===== config.mk =====
export PLATFORM = sky130hd
export DESIGN_NAME = mem_arb
export DESIGN_NICKNAME = d
export VERILOG_FILES = /design/src/rtl/mem_arb.sv
export SDC_FILE = /design/constraint.sdc
export NUM_CORES = 1
export LEC_CHECK = 0
export CORE_AREA = 2 2 151 153
export CTS_BUF_LIST = sky130_fd_sc_hd__clkbuf_4
export DETAILED_ROUTE_END_ITERATION = 16
export DIE_AREA = 0 0 153 155
export SYNTH_ARGS = -nofsm -noshare
export SYNTH_HDL_FRONTEND = slang
export SYNTH_SLANG_ARGS = --single-unit

===== constraint.sdc =====
create_clock -name clk -period 3.7 [get_ports clk]
set_input_delay 0.74 -clock clk [delete_from_list [all_inputs] [get_ports clk]]
set_output_delay 0.74 -clock clk [all_outputs]
set_load 0.005 [all_outputs]

===== src/rtl/mem_arb.sv =====
// mem_arb: N-channel memory-access arbiter that routes each access to SRAM or the IO bus.
// Define MEM_ARB_RR_EN for round-robin arbitration; otherwise fixed priority, channel 0 highest.
module mem_arb #(
    parameter int NCH     = 3,
    parameter int AW      = 32,
    parameter int DW      = 32,
    parameter int SRAM_AW = 16,
    parameter int TMO_CYC = 255
) (
    input  logic                  clk,
    input  logic                  rst,
    input  logic [NCH-1:0]        i_req_val,
    output logic [NCH-1:0]        o_req_rdy,
    input  logic [NCH*AW-1:0]     i_req_adr,
    input  logic [NCH*DW-1:0]     i_req_wdat,
    input  logic [NCH*DW/8-1:0]   i_req_wen,
    output logic [DW-1:0]         o_rdat,
    output logic                  o_err,
    output logic [2:0]            o_rsp_id,
    output logic [AW-1:0]         o_adr,
    output logic [DW-1:0]         o_wdat,
    output logic                  o_sram_val,
    output logic [DW/8-1:0]       o_sram_wen,
    input  logic [DW-1:0]         i_sram_rdat,
    output logic                  o_iob_val,
    output logic [DW/8-1:0]       o_iob_wen,
    input  logic                  i_iob_rdy,
    input  logic [DW-1:0]         i_iob_rdat
);
    localparam int WW = DW / 8;

    // state    | meaning
    // IDLE     | nothing outstanding, issue allowed
    // SRAM_RSP | SRAM access completes this cycle, issue allowed
    // IOB_WAIT | IO-bus access outstanding, waiting for ready or timeout
    typedef enum logic [1:0] {IDLE, SRAM_RSP, IOB_WAIT} state_t;

    state_t      state;
    logic [2:0]  gnt_q;
    logic        sram_q;
    logic [15:0] cnt_q;
`ifdef MEM_ARB_RR_EN
    logic [2:0]  ptr_q;
`endif

    logic [NCH-1:0] cmpl_mask;
    logic [NCH-1:0] cand;
    logic           issue;
    logic [2:0]     win;
    logic [2:0]     sel;
    int             idx;
    logic [AW-1:0]  sel_adr;
    logic [DW-1:0]  sel_wdat;
    logic [WW-1:0]  sel_wen;
    logic           win_sram;
    logic           tmo_hit;
    logic           iob_done;

    // The channel completing now still holds its request; keep it out of this issue.
    assign cmpl_mask = (state == SRAM_RSP) ? (NCH'(1) << gnt_q) : '0;
    assign cand      = (state != IOB_WAIT) ? (i_req_val & ~cmpl_mask) : '0;

    always_comb begin
        issue = 1'b0;
        win   = '0;
        idx   = 0;
        for (int i = 0; i < NCH; i++) begin
`ifdef MEM_ARB_RR_EN
            idx = (int'(ptr_q) + 1 + i) % NCH;
`else
            idx = i;
`endif
            if (!issue && ((cand & (NCH'(1) << idx)) != '0)) begin
                issue = 1'b1;
                win   = 3'(idx);
            end
        end
    end

    assign sel      = (state == IOB_WAIT) ? gnt_q : win;
    assign sel_adr  = AW'(i_req_adr >> (int'(sel) * AW));
    assign sel_wdat = DW'(i_req_wdat >> (int'(sel) * DW));
    assign sel_wen  = WW'(i_req_wen >> (int'(sel) * WW));
    assign win_sram = ((sel_adr >> SRAM_AW) == '0);

    // cnt_q counts completed wait cycles, so the timeout lands exactly TMO_CYC cycles after issue.
    assign tmo_hit  = (TMO_CYC != 0) && (({1'b0, cnt_q} + 17'd1) == 17'(TMO_CYC));
    assign iob_done = (state == IOB_WAIT) && (i_iob_rdy || tmo_hit);

    always_comb begin
        o_req_rdy  = '0;
        o_rdat     = '0;
        o_err      = 1'b0;
        o_rsp_id   = '0;
        o_adr      = '0;
        o_wdat     = '0;
        o_sram_val = 1'b0;
        o_sram_wen = '0;
        o_iob_val  = 1'b0;
        o_iob_wen  = '0;
        if (!rst) begin
            if (issue || state == IOB_WAIT) begin
                o_adr  = sel_adr;
                o_wdat = sel_wdat;
            end
            if (issue && win_sram) begin
                o_sram_val = 1'b1;
                o_sram_wen = sel_wen;
            end
            if (issue && !win_sram) begin
                o_iob_val = 1'b1;
                o_iob_wen = sel_wen;
            end
            if (state == IOB_WAIT && !sram_q) begin
                o_iob_wen = sel_wen;
            end
            if (state == SRAM_RSP) begin
                o_req_rdy = NCH'(1) << gnt_q;
                o_rsp_id  = gnt_q;
                o_rdat    = i_sram_rdat;
            end else if (iob_done) begin
                o_req_rdy = NCH'(1) << gnt_q;
                o_rsp_id  = gnt_q;
                if (i_iob_rdy) begin
                    o_rdat = i_iob_rdat;
                end else begin
                    o_err = 1'b1;
                end
            end
        end
    end

    always_ff @(posedge clk or posedge rst) begin
        if (rst) begin
            state  <= IDLE;
            gnt_q  <= '0;
            sram_q <= 1'b0;
            cnt_q  <= '0;
`ifdef MEM_ARB_RR_EN
            ptr_q  <= '0;
`endif
        end else if (issue) begin
            state  <= win_sram ? SRAM_RSP : IOB_WAIT;
            gnt_q  <= win;
            sram_q <= win_sram;
            cnt_q  <= '0;
`ifdef MEM_ARB_RR_EN
            ptr_q  <= win;
`endif
        end else if (state == IOB_WAIT && !iob_done) begin
            cnt_q <= cnt_q + 16'd1;
        end else begin
            state <= IDLE;
        end
    end
endmodule


==> results.py <==
metrics = {
    "synthesis": {
        "syn_area_mm2": 0.00411,
        "synthArstFlopShare_pct": 100,
        "synthCells": 710,
        "avgSynthCellArea_um2": 5.79,
        "synth_enable_flop_cells": 0,
        "synth_cell_types": 67,
        "yosysMostFrequentCell": "nand2_1",
        "synth-seq-area-share_pct": 12.8,
        "synthTopCellsByCount": "154 x nand2_1, 140 x a21oi_1, 123 x nor2_1",
        "synth_seq_cells": 21,
        "yosysWarnings": 0,
        "yosys_most_used_dff": "dfrtp_1",
        "yosys.area.top_type_share_pct": 17.0,
        "synth_top_area_cell": "a21oi_1",
        "synthTopCellsByArea": "a21oi_1 17%, nand2_1 14%, dfrtp_1 13%",
        "synth_fp_nets": 986,
    },
    "route": {
        "drcViolationCount": 0,
        "wirelength_um": 25700,
        "first_pass_iters": 4,
        "viasPerCell": 4.77,
        "first_iter_violations": 389,
        "drtAntennaViolNets": 0,
        "wl_per_cell_um": 17.7,
        "dr_total_vias": 6926,
    },
    "sta": {
        "finalSetupTns_ns": -0.00662,
        "timing.fmax_mhz": 270,
        "finalHoldViolations": 0,
        "slew_violations": 0,
        "fin_ws_ns": -0.00662,
        "finalClockSkew_ns": 0.00582,
        "finalSetupViolations": 1,
        "min_period_ns": 3.71,
        "finalCritPeriodShare_pct": 100,
        "grt_setup_unrepaired": "true",
    },
    "die": {
        "io_pins": 387,
        "die_h_um": 155,
        "die_w_um": 153,
        "rows": 55,
        "design.core.area_mm2": 0.0222,
        "die-area_mm2": 0.0237,
        "start_util_pct": 18.5,
    },
    "power": {
        "swShare_pct": 48.0,
        "power_uw": 4830,
        "power_density_mw_per_mm2": 493,
        "leakage_uw": 0.00479,
        "ir_drop_uv": 215,
        "p_comb_share_pct": 91.2,
        "power.switching_uw": 2320,
        "p_clk_share_pct": 2.7,
        "pwr-share-seq_pct": 6.2,
        "p_int_uw": 2510,
    },
    "worst_setup_path": {
        "r2r_slack_ns": 0.93,
        "crit_arrival_ns": 2.97,
        "r2r-start": "cnt_q[0]",
        "critPathLaunchType": "primary input",
        "cp_data_required_time_ns": 2.96,
        "r2r-end": "cnt_q[9]",
        "critPathCaptureType": "primary output",
        "cp_max_fo": 4,
        "critPathKind": "in -> out",
        "startpoint": "i_req_val[1]",
        "r2r_cells": 9,
        "setup.worst_path.end": "o_iob_wen[3]",
    },
    "cts": {
        "clk_latency_ns": 0.32,
        "ctsHoldBuffers": 0,
        "htreeDepth": 1,
        "clock-sinks": 21,
        "cts.clk_slew.worst_paths_ns": 0.13,
        "clockBufferDepth": 2,
        "ctsRootBufferMaster": "clkbuf_4",
        "cts_inserted_buffers": 3,
        "cts_tree": "done",
    },
    "global_route": {
        "grt_max_degree": 43,
        "grt_use_total_pct": 19.3,
        "antenna_found_initial": 1,
        "grt_pass1_vias": 6664,
        "overflow": 0,
        "grt_first_pass_wirelength_um": 37000,
    },
    "placed_design": {
        "hpwl_um": 19900,
        "gp_congestion": 0.961,
        "io_buffers": 385,
    },
    "cells_and_area": {
        "nNetsFinal": 1444,
        "area_delta_synth_final_pct": 138,
        "n_fill_cell": 2351,
        "drive_gt1_share_pct": 21.0,
    },
    "flow_run": {
        "maxCapViolCount": 0,
    },
    "status": {
        "outcome": "finished, violations left",
        "violations": "negative setup slack",
    },
    "min_path": {
        "hp-class": "reg -> reg",
    },
}
[worst max-delay path: stages]
cell and delay, ns:
buf_4 0.13, mux2i_4 0.16, a311oi_4 0.14, buf_6 0.16
buf_4 0.13, o31ai_4 0.22, o2111ai_4 0.15, a2111oi_4 0.40
buf_4 0.18, o31a_1 0.17, buf_12 0.14, buf_6 0.09
nor2_2 0.03, buf_2 0.12
[sequential cells by signal (all words and copies together) (netlist names)]
signal  flops
gnt_q       2
sram_q      1
state       2
cnt_q      16
[cell usage in the layout (no fill, tap or decap), types with 5 or more instances in the layout]
master and count:
a211o_1 9, a21o_1 5, a21oi_1 128, a21oi_2 12
a22oi_1 37, a22oi_2 5, and3_1 7, buf_12 12
buf_2 14, buf_4 97, buf_6 15, buf_8 6
clkbuf_2 9, clkdlybuf4s50_1 274, dfrtp_1 18, dlygate4sd2_1 25
dlymetal6s2s_1 56, inv_1 10, nand2_1 151, nand3_1 8
nand4_1 5, nor2_1 117, nor3_1 14, nor4_2 7
or4_4 6
[through the flow]
step / hold WS (ns) / std cells / utilization, % / setup slack, ns / instance area (um^2)
after floorplan: 0.451 / 710 / - / 0.513 / 4110
after global placement: 0.471 / 1422 / 40.3 / -0.751 / 8960
after detailed placement: 0.501 / 1422 / 40.3 / -0.762 / 8960
after CTS: 0.532 / 1439 / 42.0 / 0.000194 / 9340
after global routing: 0.566 / 1453 / 44.1 / -0.138 / 9800
final: 0.526 / 1453 / 44.1 / -0.00662 / 9800
[logic make-up after synthesis]
logic type                 count (synthesis)  synth area share (%)
and+or+nand+nor                          367                  40.0
DFF                                       21                  12.8
buffers and inverters                     74                  7.88
muxes                                      3                 0.761
AOI/OAI and AO/OA                        237                  36.8
other                                      1                0.0912
adders and majority gates                  2                 0.609
xor gates and xnor gates                   5                  1.07
[worst min-delay path by stage]
stage	endpoint	start	slack [ns]	cells after the start
5_1_grt	sram_q	sram_q	0.57	2
3_3_place_gp	sram_q	sram_q	0.47	2
2_1_floorplan	sram_q	sram_q	0.45	2
6_report	sram_q	sram_q	0.53	2
4_1_cts	sram_q	sram_q	0.53	2
3_5_place_dp	sram_q	sram_q	0.50	2
[power groups by stage]
| stage | Combinational (uW) | Sequential (uW) | Clock (uW) |
|---|---|---|---|
| after floorplan | 1760 | 274 | 0 |
| after global placement | 3820 | 296 | 0 |
| after detailed placement | 3830 | 297 | 0 |
| after CTS | 4120 | 294 | 130 |
| after global routing | 4740 | 305 | 138 |
| final | 4400 | 299 | 128 |
[metal layers]
layer / part of all wire (%) / track usage, %
met3: 4.4 / 2.51
met5: 0 / 0
met1: 43 / 25.1
met4: 3.0 / 5.64
met2: 49 / 33.4
[final cells by class]
class	count	area (um^2)	area share [%]
well taps	285	357	3.64
flip-flops and latches	21	529	5.40
clock buffers	4	30.0	0.306
diodes	1	2.50	0.0255
multi-input cells	615	3660	37.4
inverters	10	37.5	0.383
repair buffers	517	5180	52.9
[what timing repair did]
action                                  CTS  global route
endpoints found under the setup margin   80            63
gates resized for setup                 182           117
pin swaps                                27            19
buffers inserted                         12            10
cloned                                    2             3
No activity file was read; power rests on OpenSTA's default activity.
==> RTL edit 1, RTL diff (same settings) <==
Re-encode `state_t` (3 states) as one-hot, 3 bits wide.
--- a/src/rtl/mem_arb.sv
+++ b/src/rtl/mem_arb.sv
@@ -34,5 +34,5 @@
     // SRAM_RSP | SRAM access completes this cycle, issue allowed
     // IOB_WAIT | IO-bus access outstanding, waiting for ready or timeout
-    typedef enum logic [1:0] {IDLE, SRAM_RSP, IOB_WAIT} state_t;
+    typedef enum logic [2:0] {IDLE = 3'b001, SRAM_RSP = 3'b010, IOB_WAIT = 3'b100} state_t;
 
     state_t      state;
Check against the original RTL: same outputs for any inputs over 4 cycles, from zero or initial values and one cycle with rst high; so few cycles prove little.
==> RTL edit 1 against the unedited design <==
- the run still ends with negative setup slack left
- clock skew down 0.0017 ns
- clock power up 48%
- design area is 0.83% higher
- utilization grew 0.37 points
- worst setup slack got worse by 0.58 ns
- largest power group unchanged
- sequential power about the same
- combinational power rose by 22%
- first-iteration DRC count rose by 32%
- critical path type is now reg -> out
- total power rose by 22%
- sequential cell count grew 1
- critical endpoint is now o_sram_wen[2]
- synthesized area shrank 2.6%
- die area did not move
- wire length grew 4.4%
- highest routed layer unchanged
- register-to-register slack worse by 0.53 ns
==> RTL edit 1: results (changes against the unedited design) <==
Placed design
  • Hpwl dp: 20.5 mm (was 19.9 mm)
  • Setup WS pre-CTS: -1.02 ns (was -0.762 ns)
  • Placement Cell Area: 0.00887 mm2 (was 0.00896 mm2)

Critical path
  • CP delay by family, top: simple AND/OR/NAND/NOR gates (was compound AO/OA/AOI/OAI gates)
  • Critical Path AT: 3.55 ns (was 2.97 ns)
  • Flop2flop setup slack: 0.40 ns (was 0.93 ns)
  • Worst R2R End: sram_q (was cnt_q[9])
  • Worst setup endpoint: o_sram_wen[2] (was o_iob_wen[3])
  • Worst Reg-to-Reg Cells: 13 (was 9)
  • Critical-path top delay cell: or4b_4 (was a2111oi_4)

STA
  • Worst hold slack: 0.533 ns (was 0.526 ns)
  • Final setup violation count: 74 (was 1)
  • Setup Skew: 0.00410 ns (was 0.00582 ns)
  • Min setup slack post-route: -0.585 ns (was -0.00662 ns)

Finish
  • Final nets: 1455 (was 1444)
  • Top Registers: cnt_q (16), state (3), gnt_q (2) (was cnt_q (16), gnt_q (2), state (2))
  • Share of layout cells above drive strength 1: 28.9% (was 21.0%)
  • Fillcell total: 2275 (was 2351)

Clock tree
  • Post-CTS setup buffers: 50 (was 12)
  • PostCTS Resize Cnt: 448 (was 182)

Global route
  • Met1 Resource Use GR: 24.2% (was 25.1%)
  • Largest net degree at the start of global routing: 45 (was 43)
  • Routing usage on met2: 39.3% (was 33.4%)
  • Vias in the first global route: 7031 (was 6664)
  • Met3 Use GR: 2.81% (was 2.51%)
  • First-pass GRT wire length: 39.5 mm (was 37.0 mm)

Routing
  • Via density: 4.82 (was 4.77)
  • Initial DRC Count: 512 (was 389)
  • DRT Wirelength: 26.8 mm (was 25.7 mm)

Synth
  • Synth area leaders: nand2_1 14%, dfrtp_1 13%, a21oi_1 13% (was a21oi_1 17%, nand2_1 14%, dfrtp_1 13%)
  • Top post-synthesis cells by count: 147 x nand2_1, 105 x nor2_1, 103 x a21oi_1 (was 154 x nand2_1, 140 x a21oi_1, 123 x nor2_1)
  • Synth top area share: 13.8% (was 17.0%)
  • Distinct cells, synth: 70 (was 67)

Power
  • Leak pwr: 4.35 nW (was 4.79 nW)
  • Sequential Power Share: 5.1% (was 6.2%)
  • Clock network power share: 3.2% (was 2.7%)

Outcome
  • Status: complete, but fails checks (unchanged)
  • Failing checks: negative setup slack (unchanged)
[RTL edit 1: cell count changes in the layout (fill, tap and decap cells not counted), sizes merged, moves of 9 or more]
| cell | before | now |
|---|---|---|
| a211o | 9 | 0 |
| buf | 145 | 250 |
| clkdlybuf4s50 | 274 | 303 |
| o311a | 0 | 9 |
| nor2 | 123 | 105 |
| dlymetal6s2s | 56 | 0 |
| nor3 | 17 | 8 |
| dlygate4sd2 | 25 | 1 |
| a21oi | 140 | 103 |
| a22oi | 42 | 32 |
| a222oi | 2 | 12 |
| inv | 10 | 35 |
[RTL edit 1: cell families (layout without fill, tap and decap cells)]
kind of cell	count (synthesis)	in the layout	share of synthesized area (%)
AOI/OAI and AO/OA	224	225	38.0
muxes	11	11	2.81
other	1	3	0.0937
adders and majority gates	2	2	0.625
xor gates and xnor gates	6	6	1.31
DFF	22	22	13.8
and+or+nand+nor	310	310	33.4
buffers and inverters	97	601	10.0
[RTL edit 1: routing by layer]
metal / up-vias / part of all wire, % / wire length, um
met5: - / 0 / 0
met4: 0 / 3.6 / 974
met1: 3248 / 40 / 10700
met2: 342 / 50 / 13400
met3: 58 / 6.3 / 1690
li1: 3408 / - / -
[RTL edit 1: final cells by class]
type / instances / area share, %
tap: 285 / 3.61
clock buffer: 3 / 0.228
timing repair buffer: 562 / 53.7
clock inverter: 1 / 0.304
inverter: 35 / 1.33
multi-input combinational: 555 / 35.2
antenna: 2 / 0.0506
sequential: 22 / 5.60
[RTL edit 1: through the flow]
step           instances  utilization [%]  total power [W]
6_report            1465             44.5          0.00588
5_1_grt             1465             44.5          0.00628
4_1_cts             1447             43.6          0.00571
3_5_place_dp        1389             39.9          0.00472
3_3_place_gp        1389             39.9          0.00473
2_1_floorplan        673                -          0.00229
==> RTL edit 2, RTL diff (same settings) <==
Made on the original files. Change the parameter `AW` from 32 to 16.
--- a/src/rtl/mem_arb.sv
+++ b/src/rtl/mem_arb.sv
@@ -3,5 +3,5 @@
 module mem_arb #(
     parameter int NCH     = 3,
-    parameter int AW      = 32,
+    parameter int AW      = 16,
     parameter int DW      = 32,
     parameter int SRAM_AW = 16,
Ports: changed (resized i_req_adr and o_adr); port bits go from 387 to 323. No check against the original RTL was run, so the function may have changed too.
==> RTL edit 2 against the unedited design <==
- synthesized area down 50%
- sequential power is 81% lower
- worst setup slack gained 0.096 ns
- sequential cell count is 18 lower
- maximum frequency increased by 2.7%
- total power is 73% lower
- sequential share of layout area down 4.0 points
- critical path depth fell by 6
- design area decreased by 44%
- clock skew is 0.0017 ns lower
- wire length shrank 55%
- critical endpoint is now o_wdat[6]
- count of clock-buffer cells in the layout is the same
- highest routed layer unchanged
==> RTL edit 2: results (changes against the unedited design) <==
Outcome
  • Status: complete, no violations (was complete, but fails checks)

Synth
  • Synth area leaders: a311oi_2 36%, nand2_1 19%, and2_1 10% (was a21oi_1 17%, nand2_1 14%, dfrtp_1 13%)
  • Post-synthesis mux area share: 0.486% (was 0.761%)
  • Avg Synthesized Cell Area: 6.64 um2 (was 5.79 um2)
  • Register area share after synthesis: 3.65% (was 12.8%)

Power
  • Leak pwr: 2.40 nW (was 4.79 nW)

Critical path
  • CP delay by family, top: buffers and inverters (was compound AO/OA/AOI/OAI gates)
  • Crit path launch: i_req_val[2] (was i_req_val[1])
  • Critical-path top delay cell: clkdlybuf4s50_1 (was a2111oi_4)
  • Worst r2r src: gnt_q[0] (was cnt_q[0])
  • Max FO, Critical Path: 28 (was 4)
  • Worst setup endpoint: o_wdat[6] (was o_iob_wen[3])
  • Critical Path AT: 2.87 ns (was 2.97 ns)

Routing
  • Via density: 3.72 (was 4.77)
  • Initial DRC Count: 150 (was 389)

Clock tree
  • CTS clk-pin slew, worst paths: 0.04 ns (was 0.13 ns)
  • Worst-skew pair later-pin latency: 0.24 ns (was 0.32 ns)

Global route
  • First-pass GRT wire length: 17.1 mm (was 37.0 mm)
  • Gr usage total: 8.78% (was 19.3%)
  • Vias in the first global route: 3260 (was 6664)

Finish
  • Top Registers: gnt_q (2), state (1) (was cnt_q (16), gnt_q (2), state (2))
  • Share of layout cells above drive strength 1: 14.9% (was 21.0%)
  • Non-Filler Instances: 875 (was 1453)
  • Fillcell total: 2468 (was 2351)
  • Footprint of the multi-input gates: 0.00181 mm2 (was 0.00366 mm2)

STA
  • Period utilization: 97.6% (was 100%)
  • Setup TNS: 0 ns (was -0.00662 ns)

Placed design
  • Hpwl dp: 8.76 mm (was 19.9 mm)
## RTL edit 2: cells by family (layout without fill, tap and decap cells)
kind of cell,Yosys count,after routing
buffers and inverters,42,315
and+or+nand+nor,204,204
AOI/OAI and AO/OA,59,59
other,1,8
muxes,1,1
DFF,3,3
## RTL edit 2: repair_timing
action | in CTS | in global routing
endpoints found under the setup margin | 52 | 52
endpoints found under the hold margin | 0 | 0
setup buffers | 2 | 1
gates cloned | 1 | 1
pin swaps | 1 | 1
resized for setup | 8 | 30
## RTL edit 2: metal layers
layer / vias to the layer above / global-route usage [%] / share of wire [%]
met4: 0 / 1.54 / 0.83
met1: 1472 / 9.80 / 39
met3: 8 / 2.28 / 7.4
li1: 1626 / - / -
met5: - / 0 / 0
met2: 145 / 16.9 / 53
## RTL edit 2: worst min path at each step
stage               slack (ns)     start  cells after the start       end
global placement          0.66  state[0]                      1  state[0]
CTS                       0.66  state[0]                      1  state[0]
finish                    0.67  gnt_q[1]                      1  gnt_q[1]
detailed placement        0.66  gnt_q[1]                      1  gnt_q[1]
floorplan                 0.51       rst                      1  gnt_q[0]
global route              0.73  gnt_q[1]                      1  gnt_q[1]
## RTL edit 2: cell type report
type	instances	share of cell area [%]
repair buffers	307	58.4
clock buffers	4	0.547
diodes	1	0.0455
inverters	4	0.273
multi-input cells	271	32.9
flip-flops and latches	3	1.37
well taps	285	6.49
## RTL edit 2: where the power goes
part	switching [W]	internal (W)
clock network	0.0000206	0.0000480
logic	0.000501	0.000668
registers	0.0000161	0.0000401
total	0.000537	0.000756
